File: src/rtl/vector_pkg.sv
// Shared constants and FSM state type for the frame RAM double-buffer scheduler.
package vector_pkg;

  localparam int unsigned FRAME_DEPTH = 1000;

  typedef enum logic [1:0] {
    IDLE  = 2'd0,
    FILL  = 2'd1,
    SHOW  = 2'd2,
    STALL = 2'd3
  } bank_state_t;

endpackage

File: src/rtl/frame_watchdog.sv
// Display-hang watchdog: counts enabled cycles since the last clear and flags CYCLES of silence.
module frame_watchdog #(
  parameter int unsigned CYCLES = 50_000_000
) (
  input  logic clk,
  input  logic rst,
  input  logic enable,
  input  logic clear,
  output logic timeout
);

  localparam logic [31:0] LAST = 32'(CYCLES - 1);

  logic [31:0] cnt;

  // Saturates at LAST so timeout stays a level the scheduler can act on.
  always_ff @(posedge clk) begin
    if (!rst)                      cnt <= '0;
    else if (clear)                cnt <= '0;
    else if (enable && cnt != LAST) cnt <= cnt + 32'd1;
  end

  // Must not depend on clear: clear is derived from timeout in the scheduler.
  assign timeout = enable && (cnt == LAST);

endmodule

File: src/rtl/frame_bank_ctrl.sv
// Double-buffer scheduler for the shared frame RAM: bank steering, swap FSM, go/wr_start handshake.
// Optional display watchdog enabled by defining FRAME_WATCHDOG_EN.
module frame_bank_ctrl
  import vector_pkg::*;
#(
  parameter int unsigned ADDRESSWIDTH = 16,
  parameter int unsigned DEPTH        = FRAME_DEPTH,
  parameter int unsigned WDOG_CYCLES  = 50_000_000
) (
  input  logic                    clk,
  input  logic                    rst,
  output logic                    wr_start,
  input  logic                    wr_done,
  input  logic [ADDRESSWIDTH-1:0] wr_count,
  input  logic                    wr_we_in,
  input  logic [ADDRESSWIDTH-1:0] wr_adr_in,
  output logic                    wr_we_out,
  output logic [ADDRESSWIDTH-1:0] wr_adr_out,
  input  logic [ADDRESSWIDTH-1:0] rd_adr_in,
  output logic [ADDRESSWIDTH-1:0] rd_adr_out,
  output logic                    go,
  input  logic                    halt,
  output logic [ADDRESSWIDTH-1:0] frame_len,
  output logic                    front_bank,
  output logic                    overflow,
  output logic                    wdog_flag
);

  localparam logic [ADDRESSWIDTH-1:0] DEPTH_A = ADDRESSWIDTH'(DEPTH);

  bank_state_t state_q, state_d;
  logic                    front_q, front_d;
  logic [ADDRESSWIDTH-1:0] len_q, len_d;
  logic [ADDRESSWIDTH-1:0] back_len_q, back_len_d;
  logic                    ready_q, ready_d;
  logic                    go_q, go_d;
  logic                    start_q, start_d;
  logic                    ovf_q;
  logic                    swap;
  logic                    halt_eff;
  logic                    wr_bad;
  logic [ADDRESSWIDTH-1:0] done_len;

  // Bank steering is purely combinational off the registered front bank.
  assign wr_adr_out = (front_q ? '0 : DEPTH_A) + wr_adr_in;
  assign rd_adr_out = (front_q ? DEPTH_A : '0) + rd_adr_in;
  assign wr_bad     = wr_we_in && (wr_adr_in >= DEPTH_A);
  assign wr_we_out  = wr_we_in && !wr_bad;
  assign done_len   = (wr_count > DEPTH_A) ? DEPTH_A : wr_count;

`ifdef FRAME_WATCHDOG_EN
  logic wdog_timeout;
  logic wdog_q;

  frame_watchdog #(
    .CYCLES (WDOG_CYCLES)
  ) u_wdog (
    .clk     (clk),
    .rst     (rst),
    .enable  (state_q == SHOW),
    .clear   (swap),
    .timeout (wdog_timeout)
  );

  assign halt_eff = halt || wdog_timeout;

  always_ff @(posedge clk) begin
    if (!rst)              wdog_q <= 1'b0;
    else if (wdog_timeout) wdog_q <= 1'b1;
  end

  assign wdog_flag = wdog_q;
`else
  logic unused_wdog;
  assign unused_wdog = (WDOG_CYCLES == 0);
  assign halt_eff    = halt;
  assign wdog_flag   = 1'b0;
`endif

  // NOTE: every variable gets a default before the case so no path leaves one unassigned (no latches).
  always_comb begin
    state_d    = state_q;
    front_d    = front_q;
    len_d      = len_q;
    back_len_d = back_len_q;
    ready_d    = ready_q;
    go_d       = 1'b0;
    start_d    = 1'b0;
    swap       = 1'b0;

    unique case (state_q)
      IDLE: begin
        start_d = 1'b1;
        state_d = FILL;
      end
      FILL: begin
        if (wr_done) begin
          swap    = 1'b1;
          state_d = SHOW;
        end
      end
      SHOW: begin
        if (halt_eff) begin
          if (ready_q || wr_done) swap    = 1'b1;
          else                    state_d = STALL;
        end else if (wr_done) begin
          ready_d    = 1'b1;
          back_len_d = done_len;
        end
      end
      STALL: begin
        if (wr_done) begin
          swap    = 1'b1;
          state_d = SHOW;
        end
      end
      default: state_d = IDLE;
    endcase

    // A same-cycle wr_done always carries the newest frame length.
    if (swap) begin
      front_d = !front_q;
      len_d   = wr_done ? done_len : back_len_q;
      go_d    = 1'b1;
      start_d = 1'b1;
      ready_d = 1'b0;
      if (wr_done) back_len_d = done_len;
    end
  end

  // NOTE: sequential state uses non-blocking assignments so all registers update from pre-edge values.
  always_ff @(posedge clk) begin
    if (!rst) begin
      state_q    <= IDLE;
      front_q    <= 1'b0;
      len_q      <= '0;
      back_len_q <= '0;
      ready_q    <= 1'b0;
      go_q       <= 1'b0;
      start_q    <= 1'b0;
      ovf_q      <= 1'b0;
    end else begin
      state_q    <= state_d;
      front_q    <= front_d;
      len_q      <= len_d;
      back_len_q <= back_len_d;
      ready_q    <= ready_d;
      go_q       <= go_d;
      start_q    <= start_d;
      if (wr_bad) ovf_q <= 1'b1;
    end
  end

  assign wr_start   = start_q;
  assign go         = go_q;
  assign frame_len  = len_q;
  assign front_bank = front_q;
  assign overflow   = ovf_q;

endmodule

File: config.mk
export PLATFORM = sky130hd
export DESIGN_NAME = frame_bank_ctrl
export DESIGN_NICKNAME = d
export VERILOG_FILES = /design/src/rtl/vector_pkg.sv /design/src/rtl/frame_watchdog.sv /design/src/rtl/frame_bank_ctrl.sv
export SDC_FILE = /design/constraint.sdc
export NUM_CORES = 1
export LEC_CHECK = 0
export ABC_CLOCK_PERIOD_IN_PS = 2600
export BUFFER_PORTS_ARGS = -buffer_cell sky130_fd_sc_hd__buf_4
export CAP_MARGIN = 20
export CORE_ASPECT_RATIO = 1.2
export CORE_MARGIN = 2
export CORE_UTILIZATION = 40
export DETAILED_ROUTE_END_ITERATION = 10
export MAX_ROUTING_LAYER = met4
export PLACE_DENSITY = 0.7
export SLEW_MARGIN = 10
export SYNTH_ARGS = -nofsm -noshare
export SYNTH_HDL_FRONTEND = slang
export SYNTH_SLANG_ARGS = --single-unit
File: constraint.sdc
create_clock -name clk -period 2.6 [get_ports clk]
set_input_delay 0.26 -clock clk [delete_from_list [all_inputs] [get_ports clk]]
set_output_delay 0.26 -clock clk [all_outputs]
set_load 0.02 [all_outputs]
Word-level counts from Yosys, hierarchy flattened
Cells that the tools add are included.
{ "op_classes": {"addsub": 2, "n_lt_le_gt_ge": 2, "n_eq_ne": 6, "mux": 19, "bitwise_logic": 2, "n_reduce_logical": 10} }
{ "ops": {"columns": ["op", "n"], "rows": [
  ["$mux 16", 6],
  ["$add 10x16->16", 2],
  ["$mux 10", 2],
  ["$ge 16x10->1 const B", 1],
  ["$gt 16x10->1 const B", 1],
  ["$mux 1", 6],
  ["$mux 2", 3],
  ["$pmux 2 s3", 1],
  ["$reduce_and 3->1", 2],
  ["$eq 2x2->1 const B", 2],
  ["$ne 2x2->1 const B", 2],
  ["$reduce_or 2->1", 2],
  ["$eq 2x1->1 const B", 1],
  ["$logic_and 1x1->1", 2],
  ["$logic_not 1->1", 2],
  ["$logic_not 2->1", 1],
  ["$ne 2x1->1 const B", 1],
  ["$not 1->1", 2],
  ["$pmux 1 s2", 1],
  ["$logic_or 1x1->1", 1]
]} }
{ "totals": {"reg_bits": 39, "elab_cells": 49} }

Logic depth before layout (Yosys ltp)
Gate-level depths: netlist of run 1.
{ "logic_depth": {"ltp_word": 7, "mapped_depth": 7, "depth_no_buf": 7} }

Worst setup path before layout of run 1
Ideal clock, no wire load.
{ "synth_timing": {"path_kind": "reg-to-output", "from": "register front_q, in the netlist front_bank", "to": "output port wr_adr_out[10]", "arrival_time_ps": 2322, "required_time_ps": 2340, "path_slack_ps": 18, "path_stages_with_launch": 8, "path_buffers": 1, "path_cell_list": "dfxtp_1 -> inv_1 -> ha_1 -> clkbuf_1 -> a21oi_1 -> mux2i_1 -> nand2_1 -> a211oi_1"} }
{ "synth_between": {"elab_chain_len": 2} }
{ "synth_rtl": {"columns": ["item", "line_no", "text"], "rows": [
  ["start: declaration", "frame_bank_ctrl.sv:32", "logic front_q, front_d;"],
  ["start signal: assignment", "frame_bank_ctrl.sv:144", "front_q <= front_d;"],
  ["$mux 10", "frame_bank_ctrl.sv:45", "assign wr_adr_out = (front_q ? '0 : DEPTH_A) + wr_adr_in;"],
  ["$add 10x16->16", "frame_bank_ctrl.sv:45", null],
  ["end: declaration", "frame_bank_ctrl.sv:18", "output logic [ADDRESSWIDTH-1:0] wr_adr_out,"]
]} }
No other way between the ends.

Worst setup path after layout of run 1
{ "layout_timing": {"from": "register front_q, in the netlist front_bank", "to": "output port wr_adr_out[13]"} }
Same word-level chain as after synthesis.

==> impl_metrics.csv, run 1 <==
group,metric,value,unit
run_status,outcome,"completed",
power_and_ir_drop,p_int,0.00115,W
job,max_cap_viol_count,0,
floorplanning,start_util,0.412,
grt,grt_max_degree,24,
grt,first_global_vias,2083,
final_layout,nets,428,
grt,grt_pass1_wl,9290,um
floorplanning,die-area,6470,sq um
sta,period_needed,2.40,ns
synthesis,synthSimpleGateAreaFrac,0.204,
synthesis,syn_area_per_cell,8.47,sq um
min_path,hold_path.class,"in -> reg",
final_layout,drive_gt1_frac,0.315,
cts,cts.path.max_buffers,2,
sta,finalSetupTns,0,ns
synthesis,ys_warn_count,0,
sta,relSlewSlack,0.525,
synthesis,yosys.area_share.adder,0.0749,
setup_path,cp_max_fo,6,
min_path,hold_depth,2,
power_and_ir_drop,combPwrFrac,0.414,
synthesis,synth.cell_area,2340,sq um
synthesis,muxShareOfSynthArea,0.00428,
synthesis,synth_edf_count,0,
sta,post-route-period-util,0.924,
synthesis,synth_common_cells,"39 x dfxtp_1, 17 x a21oi_1, 17 x nand2_1, 15 x xnor2_1",
floorplanning,ios,107,
synthesis,synth-xor-area-share,0.0824,
floorplanning,chipHeight,87.7,um
grt,grt_usage,0.184,
placement,gp_congestion,0.905,
power_and_ir_drop,p_switching,0.000656,W
final_layout,area_growth,35.5,%
setup_path,cp_data_required_time,2.34,ns
routing,ant_nets,0,
setup_path,crit_arrival,2.14,ns
power_and_ir_drop,power_leakage,1.46,nW
sta,drv_slew,0,
floorplanning,die_w,73.8,um
synthesis,syn_nets,343,
cts,cts.sinks,39,
synthesis,synth_ff_type,"dfxtp_1",
sta,fmaxAchievable,416,MHz
cts,path_clk_slew,0.08,ns
placement,hpwl,4540,um
synthesis,synth_top_area_cell,"dfxtp_1",
final_layout,final_area,3170,sq um
synthesis,synth_area_leaders,"dfxtp_1 33%, ha_1 7.5%, xnor2_1 5.6%, a22o_1 5.2%, a21oi_1 3.6%",
cts,hold_buffers,0,
cts,root_buffer,"clkbuf_8",
grt,grt-ovfl-total,0,
power_and_ir_drop,ir_worst_vdd,0.000380,V
synthesis,synth_top_area_frac,0.334,
power_and_ir_drop,seq_power_share,0.362,
sta,finalHoldViolations,0,
synthesis,syn_inst,276,
sta,worst_pin_slew,0.708,ns
synthesis,synth_compound_area_frac,0.240,
setup_path,endpoint_kind,"output pin",
sta,rsz0062_at_grt,"false",
synthesis,synth_seq_cells,39,
setup_path,reg2regPathDepth,4,
synthesis,ys_seq_area_frac,0.334,
routing,first_pass_iters,4,
floorplanning,coreArea,5670,sq um
sta,finalSetupViolCount,0,
routing,drcViolationCount,0,
cts,cts_tree,"done",
setup_path,criticalPathCategory,"reg -> out",
final_layout,finish.utilization,0.559,
placement,port_buffers,93,
power_and_ir_drop,netSwitchingFraction,0.364,
grt,grt_antenna_before_repair,0,
cts,cts_buffers,5,
cts,post_cts_buffers,0,
sta,skew,0.00384,ns
setup_path,cp-start-kind,"flop",
power_and_ir_drop,power_density,569,nW/um^2
cts,clk_latency,0.29,ns
routing,num_vias,2303,
routing,drtIter0Drc,70,
placement,dpl_cell_area,3060,sq um
power_and_ir_drop,pwr-share-clk,0.224,
routing,viasPerCell,5.21,
final_layout,diodes,0,
cts,cts_max_level,2,
routing,routed_wl,5840,um
synthesis,yosysMostFrequentCell,"dfxtp_1",
synthesis,synth_top_family_by_area,"compound AO/OA/AOI/OAI gates",
floorplanning,row_count,30,
routing,avgRoutedWirePerCell,13.2,um
synthesis,synth_cell_type_count,41,
synthesis,synthArstFlopShare,0,
final_layout,fill_cells,519,
area by class of cell:
| class | count | area, sq um | area share |
|---|---|---|---|
| clock buffers | 6 | 72.6 | 0.0229 |
| clock inverters | 2 | 12.5 | 0.00395 |
| inverters | 10 | 37.5 | 0.0119 |
| multi-input cells | 209 | 1440 | 0.456 |
| flip-flops and latches | 39 | 781 | 0.247 |
| well taps | 80 | 100 | 0.0316 |
| repair buffers | 96 | 721 | 0.228 |
per-stage QoR:
step / cells / hold WS [ns] / power (W) / setup WS [ns]
2_1_floorplan: 276 / 0.370 / 0.00113 / 0.0179
3_3_place_gp: 434 / 0.439 / 0.00139 / 0.456
3_5_place_dp: 434 / 0.446 / 0.00140 / 0.418
4_1_cts: 442 / 0.175 / 0.00180 / 0.106
5_1_grt: 442 / 0.181 / 0.00190 / 0.0358
6_report: 442 / 0.175 / 0.00180 / 0.197
repair_timing:
action / CTS / global route
endpoints found under the hold margin: 0 / 0
gates resized for setup: 0 / 5
endpoints found under the setup margin: 0 / 7
final timing paths:
path,start,to,slack (ns)
max,front_bank,wr_adr_out[13],0.20
min,wr_count[1],frame_len[1],0.17
max reg2reg,state_q[0],frame_len[4],0.93
min reg2reg,frame_len[3],frame_len[3],0.46
critical path, stage by stage (launching register included):
cell and delay, ns:
dfxtp_1 0.33, inv_1 0.11, ha_1 0.23, ha_1 0.22, a21oi_2 0.19, o2111ai_2 0.21
o211ai_1 0.25, xnor2_1 0.14, buf_4 0.16
layer usage:
layer  share of wire  global-route usage
met2            0.49               0.314
met5               0                   -
met1            0.43               0.219
met3           0.058              0.0345
met4           0.014              0.0529
cell usage in the layout (no fill, tap or decap), drive strengths merged, types with 2 or more instances in the layout:
master / n
nand2: 17
nand3: 13
and2: 5
buf: 96
nor4: 3
xor2: 7
a21oi: 17
nor2: 13
clkbuf: 6
or2: 2
o21ai: 13
a21boi: 4
nand2b: 2
o22ai: 8
a21o: 8
a31oi: 2
nand4: 6
dfxtp: 39
ha: 14
and3: 10
o2111ai: 3
xnor2: 15
nor2b: 6
a22o: 14
nor3: 8
o211ai: 8
inv: 10
sequential cells by signal, summed over array words and instances, names as in the netlist:
register and count:
state_q 2, wr_start 1, front_bank 1, ready_q 1, back_len_q 16, frame_len 16
go 1, overflow 1
kinds of logic (layout without fill, tap and decap cells):
logic type                 count (synthesis)  in the layout
AOI/OAI and AO/OA                         82             82
muxes                                      1              1
other                                      1              1
and+or+nand+nor                           89             89
adders and majority gates                 14             14
DFF                                       39             39
buffers and inverters                     28            114
xor gates and xnor gates                  22             22
power by group through the flow:
stage               Sequential (W)  Clock [W]  Combinational, W
finish                    0.000652   0.000404          0.000746
global route              0.000657   0.000428          0.000812
CTS                       0.000652   0.000411          0.000739
detailed placement        0.000666          0          0.000738
global placement          0.000666          0          0.000729
floorplan                 0.000681          0          0.000448
No activity file was read; power rests on OpenSTA's default activity.
==> inputs of run 2 (changes only) <==
RECOVER_POWER = 25   (was unset)
==> run 2 against run 1 <==
Against the previous run: critical endpoint unchanged; utilization is 0.99 points lower; wire length hardly changed; design area is 1.8% lower; final cell count stayed put; first-iteration DRC count is 7.1% higher; critical path type unchanged; clock skew hardly changed.
==> impl_metrics.csv, run 2 (synthesized netlist as in run 1, its figures left out) <==
group,metric,value,unit
run_status,outcome,"completed",
placement,port_buffers,93,
sta,whs,0.175,ns
final_layout,fin_cells,442,
cts,cts_max_level,2,
setup_path,crit_arrival,2.14,ns
final_layout,nets,428,
floorplanning,start_util,0.412,
cts,path_clk_slew,0.08,ns
grt,grt_max_degree,24,
final_layout,area_growth,33.1,%
routing,viasPerCell,5.21,
placement,gp_congestion,0.905,
power_and_ir_drop,power_density,576,nW/um^2
grt,grt_pass1_wl,9290,um
power_and_ir_drop,ir_worst_vdd,0.000382,V
grt,grt.busiest_layer,"met2",
grt,grt-ovfl-total,0,
grt,first_global_vias,2083,
grt,grt_antenna_before_repair,0,
setup_path,cp_max_fo,6,
setup_path,endpoint_kind,"output pin",
cts,cts_tree,"done",
final_layout,layout_common_cells,"81 x buf_4, 39 x dfxtp_1, 17 x nand2_1",
final_layout,diodes,0,
final_layout,final_area,3110,sq um
routing,drcViolationCount,0,
final_layout,fill_cells,530,
floorplanning,die_w,73.8,um
setup_path,r2r_start,"state_q[0]",
sta,finalSetupTns,0,ns
floorplanning,chipHeight,87.7,um
job,max_cap_viol_count,0,
cts,root_buffer,"clkbuf_8",
setup_path,r2r_setup_slack,0.93,ns
min_path,hold-path-endpoint,"frame_len[1]",
routing,ant_nets,0,
grt,grt_usage,0.184,
sta,relSlewSlack,0.536,
setup_path,r2r-end,"frame_len[4]",
grt,use_met1,0.219,
placement,place_inst,434,
placement,dpl_cell_area,3060,sq um
sta,post-route-period-util,0.923,
sta,fmaxAchievable,416,MHz
grt,gr-usage-met2,0.314,
min_path,hold_depth,2,
floorplanning,row_count,30,
routing,num_vias,2304,
floorplanning,die-area,6470,sq um
sta,drv_slew,0,
setup_path,reg2regPathDepth,4,
setup_path,cp_data_required_time,2.34,ns
sta,rsz0062_at_grt,"false",
floorplanning,ios,107,
routing,avgRoutedWirePerCell,13.2,um
routing,first_pass_iters,4,
min_path,min_from,"wr_count[1]",
cts,cts.path.max_buffers,2,
power_and_ir_drop,power_leakage,1.40,nW
setup_path,criticalPathCategory,"reg -> out",
final_layout,drive_gt1_frac,0.273,
routing,routed_wl,5840,um
placement,hpwl,4540,um
sta,finalHoldViolations,0,
cts,clk_latency,0.29,ns
floorplanning,coreArea,5670,sq um
final_layout,final_common_cell,"buf_4",
sta,skew,0.00380,ns
cts,hold_buffers,0,
cts,cts.sinks,39,
sta,period_needed,2.40,ns
final_layout,finish.utilization,0.549,
grt,use_met3,0.0345,
setup_path,cp-start-kind,"flop",
routing,drtIter0Drc,75,
cts,cts_buffers,5,
min_path,hold_path.class,"in -> reg",
sta,finalSetupViolCount,0,
sta,worst_pin_slew,0.692,ns
==> run 2: cell count changes in the layout (fill, tap and decap cells not counted) <==
cell,previous run,this run
buf_4,96,81
clkbuf_1,1,16
==> run 2: metal layers <==
metal  part of all wire  vias to the layer above
li1                   -                     1175
met4              0.014                        0
met5                  0                        -
met1               0.44                     1051
met2               0.49                       69
met3              0.052                        9
==> run 2: timing repair <==
item                       4_1_cts  5_1_grt
setup endpoints to repair        0        7
buffers inserted                 0        0
gates resized for setup          0        5
==> run 2: worst max-delay path by stage <==
stage                from        endpoint  slack [ns]  cells after the start
5_1_grt        front_bank  wr_adr_out[13]        0.04                      8
4_1_cts        front_bank  wr_adr_out[15]        0.11                      8
3_5_place_dp   front_bank  wr_adr_out[15]        0.42                      8
2_1_floorplan  front_bank  wr_adr_out[10]        0.02                      7
6_report       front_bank  wr_adr_out[13]        0.20                      8
3_3_place_gp   front_bank  wr_adr_out[15]        0.46                      8
==> run 2: area by class of cell <==
class	count	area, sq um	area share
clock inverter	2	12.5	0.00402
timing repair buffer	96	664	0.214
multi-input combinational	209	1440	0.464
sequential	39	781	0.251
tap	80	100	0.0322
inverter	10	37.5	0.0121
clock buffer	6	72.6	0.0233
==> run 2: worst max-delay path, stage by stage, from the launching register on <==
cell and delay [ns]:
dfxtp_1 0.33, inv_1 0.11, ha_1 0.23, ha_1 0.22, a21oi_2 0.19, o2111ai_2 0.21
o211ai_1 0.25, xnor2_1 0.14, buf_4 0.16
==> run 2: through the flow <==
stage                     worst slack (ns)  total power (W)
final                                0.199          0.00179
after floorplan                     0.0179          0.00113
after detailed placement             0.418          0.00140
after global placement               0.456          0.00139
after CTS                            0.106          0.00180
after global routing                0.0358          0.00189
==> run 2: where the power goes <==
part           switching, W  internal, W  total [W]
Sequential        0.0000223     0.000629   0.000652
Clock              0.000216     0.000188   0.000404
Combinational      0.000417     0.000319   0.000735
Total              0.000655      0.00114    0.00179
==> inputs of run 3 (changes only) <==
ABC_CLOCK_PERIOD_IN_PS = 2100   (was 2600)
PLACE_DENSITY = 0.73   (was 0.7)
clock period = 2.1 ns   (was 2.6 ns; I/O delays follow)
==> run 3 against run 2 <==
Against the previous run: power rose by 48%; hold slack got worse by 0.038 ns; first-iteration DRC count rose by 32%; setup slack got worse by 0.36 ns; largest power group unchanged; clock skew rose by 0.0026 ns; the run now ends with setup timing left; sequential power rose by 25%; die area did not move.
==> impl_metrics.csv, run 3 (synthesized netlist as in run 1, its figures left out) <==
group,metric,value,unit
job,max_cap_viol_count,0,
sta,drv_slew,0,
sta,finalWorstSetupSlack,-0.164,ns
grt,grt-ovfl-total,0,
setup_path,cp-start-kind,"flop",
cts,path_clk_slew,0.07,ns
cts,cts_buffers,5,
setup_path,criticalPathCategory,"reg -> out",
grt,grt_antenna_before_repair,0,
placement,dpl_cell_area,3190,sq um
sta,worst_pin_slew,0.514,ns
placement,hpwl,4720,um
setup_path,cp_max_fo,5,
setup_path,r2r_setup_slack,0.54,ns
sta,fmaxAchievable,442,MHz
setup_path,endpoint_kind,"output pin",
floorplanning,die_w,73.8,um
sta,relSlewSlack,0.654,
setup_path,r2r_start,"state_q[0]",
floorplanning,coreArea,5670,sq um
sta,post-route-period-util,1.08,
setup_path,cp_data_required_time,1.89,ns
cts,cts.sinks,39,
final_layout,nets,447,
routing,viasPerCell,5.38,
power_and_ir_drop,combPwrFrac,0.468,
floorplanning,row_count,30,
routing,drtIter0Drc,99,
power_and_ir_drop,total_power,0.00266,W
grt,first_global_vias,2312,
routing,num_vias,2473,
placement,gp_congestion,0.902,
floorplanning,start_util,0.412,
min_path,hold_path.class,"in -> reg",
power_and_ir_drop,ir_worst_vdd,0.000434,V
power_and_ir_drop,power_density,722,nW/um^2
final_layout,final_common_cell,"buf_4",
floorplanning,die-area,6470,sq um
cts,root_buffer,"clkbuf_8",
power_and_ir_drop,seq_power_share,0.307,
min_path,min_from,"wr_count[2]",
floorplanning,ios,107,
grt,grt_pass1_wl,10400,um
placement,port_buffers,93,
setup_path,cp-endpoint,"wr_adr_out[8]",
power_and_ir_drop,p_switching,0.000930,W
cts,cts_max_level,2,
sta,period_needed,2.26,ns
final_layout,drive_gt1_frac,0.413,
final_layout,area_growth,57.4,%
final_layout,final_area,3680,sq um
floorplanning,chipHeight,87.7,um
setup_path,crit_arrival,2.05,ns
routing,drcViolationCount,0,
routing,avgRoutedWirePerCell,15.1,um
cts,hold_buffers,0,
cts,clk_latency,0.29,ns
run_status,violations,"setup timing",
power_and_ir_drop,p_int,0.00173,W
power_and_ir_drop,power_leakage,1.57,nW
cts,cts.path.max_buffers,2,
setup_path,r2r-end,"wr_start",
power_and_ir_drop,pwr-share-clk,0.225,
routing,routed_wl,6970,um
setup_path,reg2regPathDepth,4,
sta,finalSetupViolCount,15,
final_layout,layout_common_cells,"96 x buf_4, 38 x dfxtp_1, 17 x nand2_1",
run_status,outcome,"complete, but fails checks",
power_and_ir_drop,netSwitchingFraction,0.350,
sta,finalHoldViolations,0,
setup_path,timing.critical_path.from,"front_bank",
grt,grt_usage,0.207,
grt,grt_max_degree,24,
cts,cts_tree,"done",
routing,ant_nets,0,
routing,first_pass_iters,4,
final_layout,diodes,0,
sta,skew,0.00645,ns
sta,rsz0062_at_grt,"true",
run 3: worst min path at each step:
stage	cells past startpoint	to	slack, ns
CTS	2	frame_len[1]	0.13
floorplan	1	frame_len[0]	0.32
finish	2	frame_len[2]	0.14
global placement	0	rd_adr_out[0]	0.42
global route	2	frame_len[2]	0.13
detailed placement	0	rd_adr_out[0]	0.42
run 3: final cells by class:
cell class,count,area (sq um)
Clock buffer,6,72.6
Tap cell,80,100
Fill cell,460,1990
Multi-Input combinational cell,209,1790
Sequential cell,39,785
Timing Repair Buffer,115,861
Inverter,10,40.0
Clock inverter,1,30.0
run 3: worst max-delay path, cell delays in order (launching register included):
cell,delay (ns)
dfxtp_4,0.37
inv_4,0.05
buf_8,0.13
ha_4,0.30
nand4_1,0.17
a21oi_2,0.24
buf_4,0.16
nor2_4,0.04
xnor2_2,0.15
buf_4,0.16
run 3: stage by stage:
step | hold WS (ns) | utilization | worst slack (ns) | TNS [ns] | instances
2_1_floorplan | 0.320 | - | -0.0493 | -0.0493 | 276
3_3_place_gp | 0.420 | 0.564 | 0.0389 | 0 | 444
3_5_place_dp | 0.420 | 0.564 | -0.0266 | -0.0612 | 444
4_1_cts | 0.130 | 0.631 | -0.0974 | -0.832 | 457
5_1_grt | 0.130 | 0.649 | -0.228 | -2.23 | 460
6_report | 0.137 | 0.649 | -0.164 | -1.02 | 460
run 3: what timing repair did:
item / CTS / global route
pin swaps: 15 / 16
resized for setup: 35 / 24
setup buffers: 6 / 4
hold endpoints to repair: 0 / 0
setup endpoints to repair: 15 / 16
run 3: routing by layer:
layer	global-route usage	up-vias	part of all wire	wire length (um)
li1	-	1208	-	-
met1	0.237	1162	0.42	2910
met2	0.369	94	0.53	3670
met3	0.0276	9	0.048	334
met4	0.0612	0	0.0072	50
met5	-	-	0	0
run 3: power groups by stage:
stage	clock network, W	logic [W]	registers [W]
finish	0.000598	0.00124	0.000815
global route	0.000631	0.00132	0.000819
CTS	0.000612	0.00113	0.000813
detailed placement	0	0.000977	0.000829
global placement	0	0.000960	0.000828
floorplan	0	0.000577	0.000844
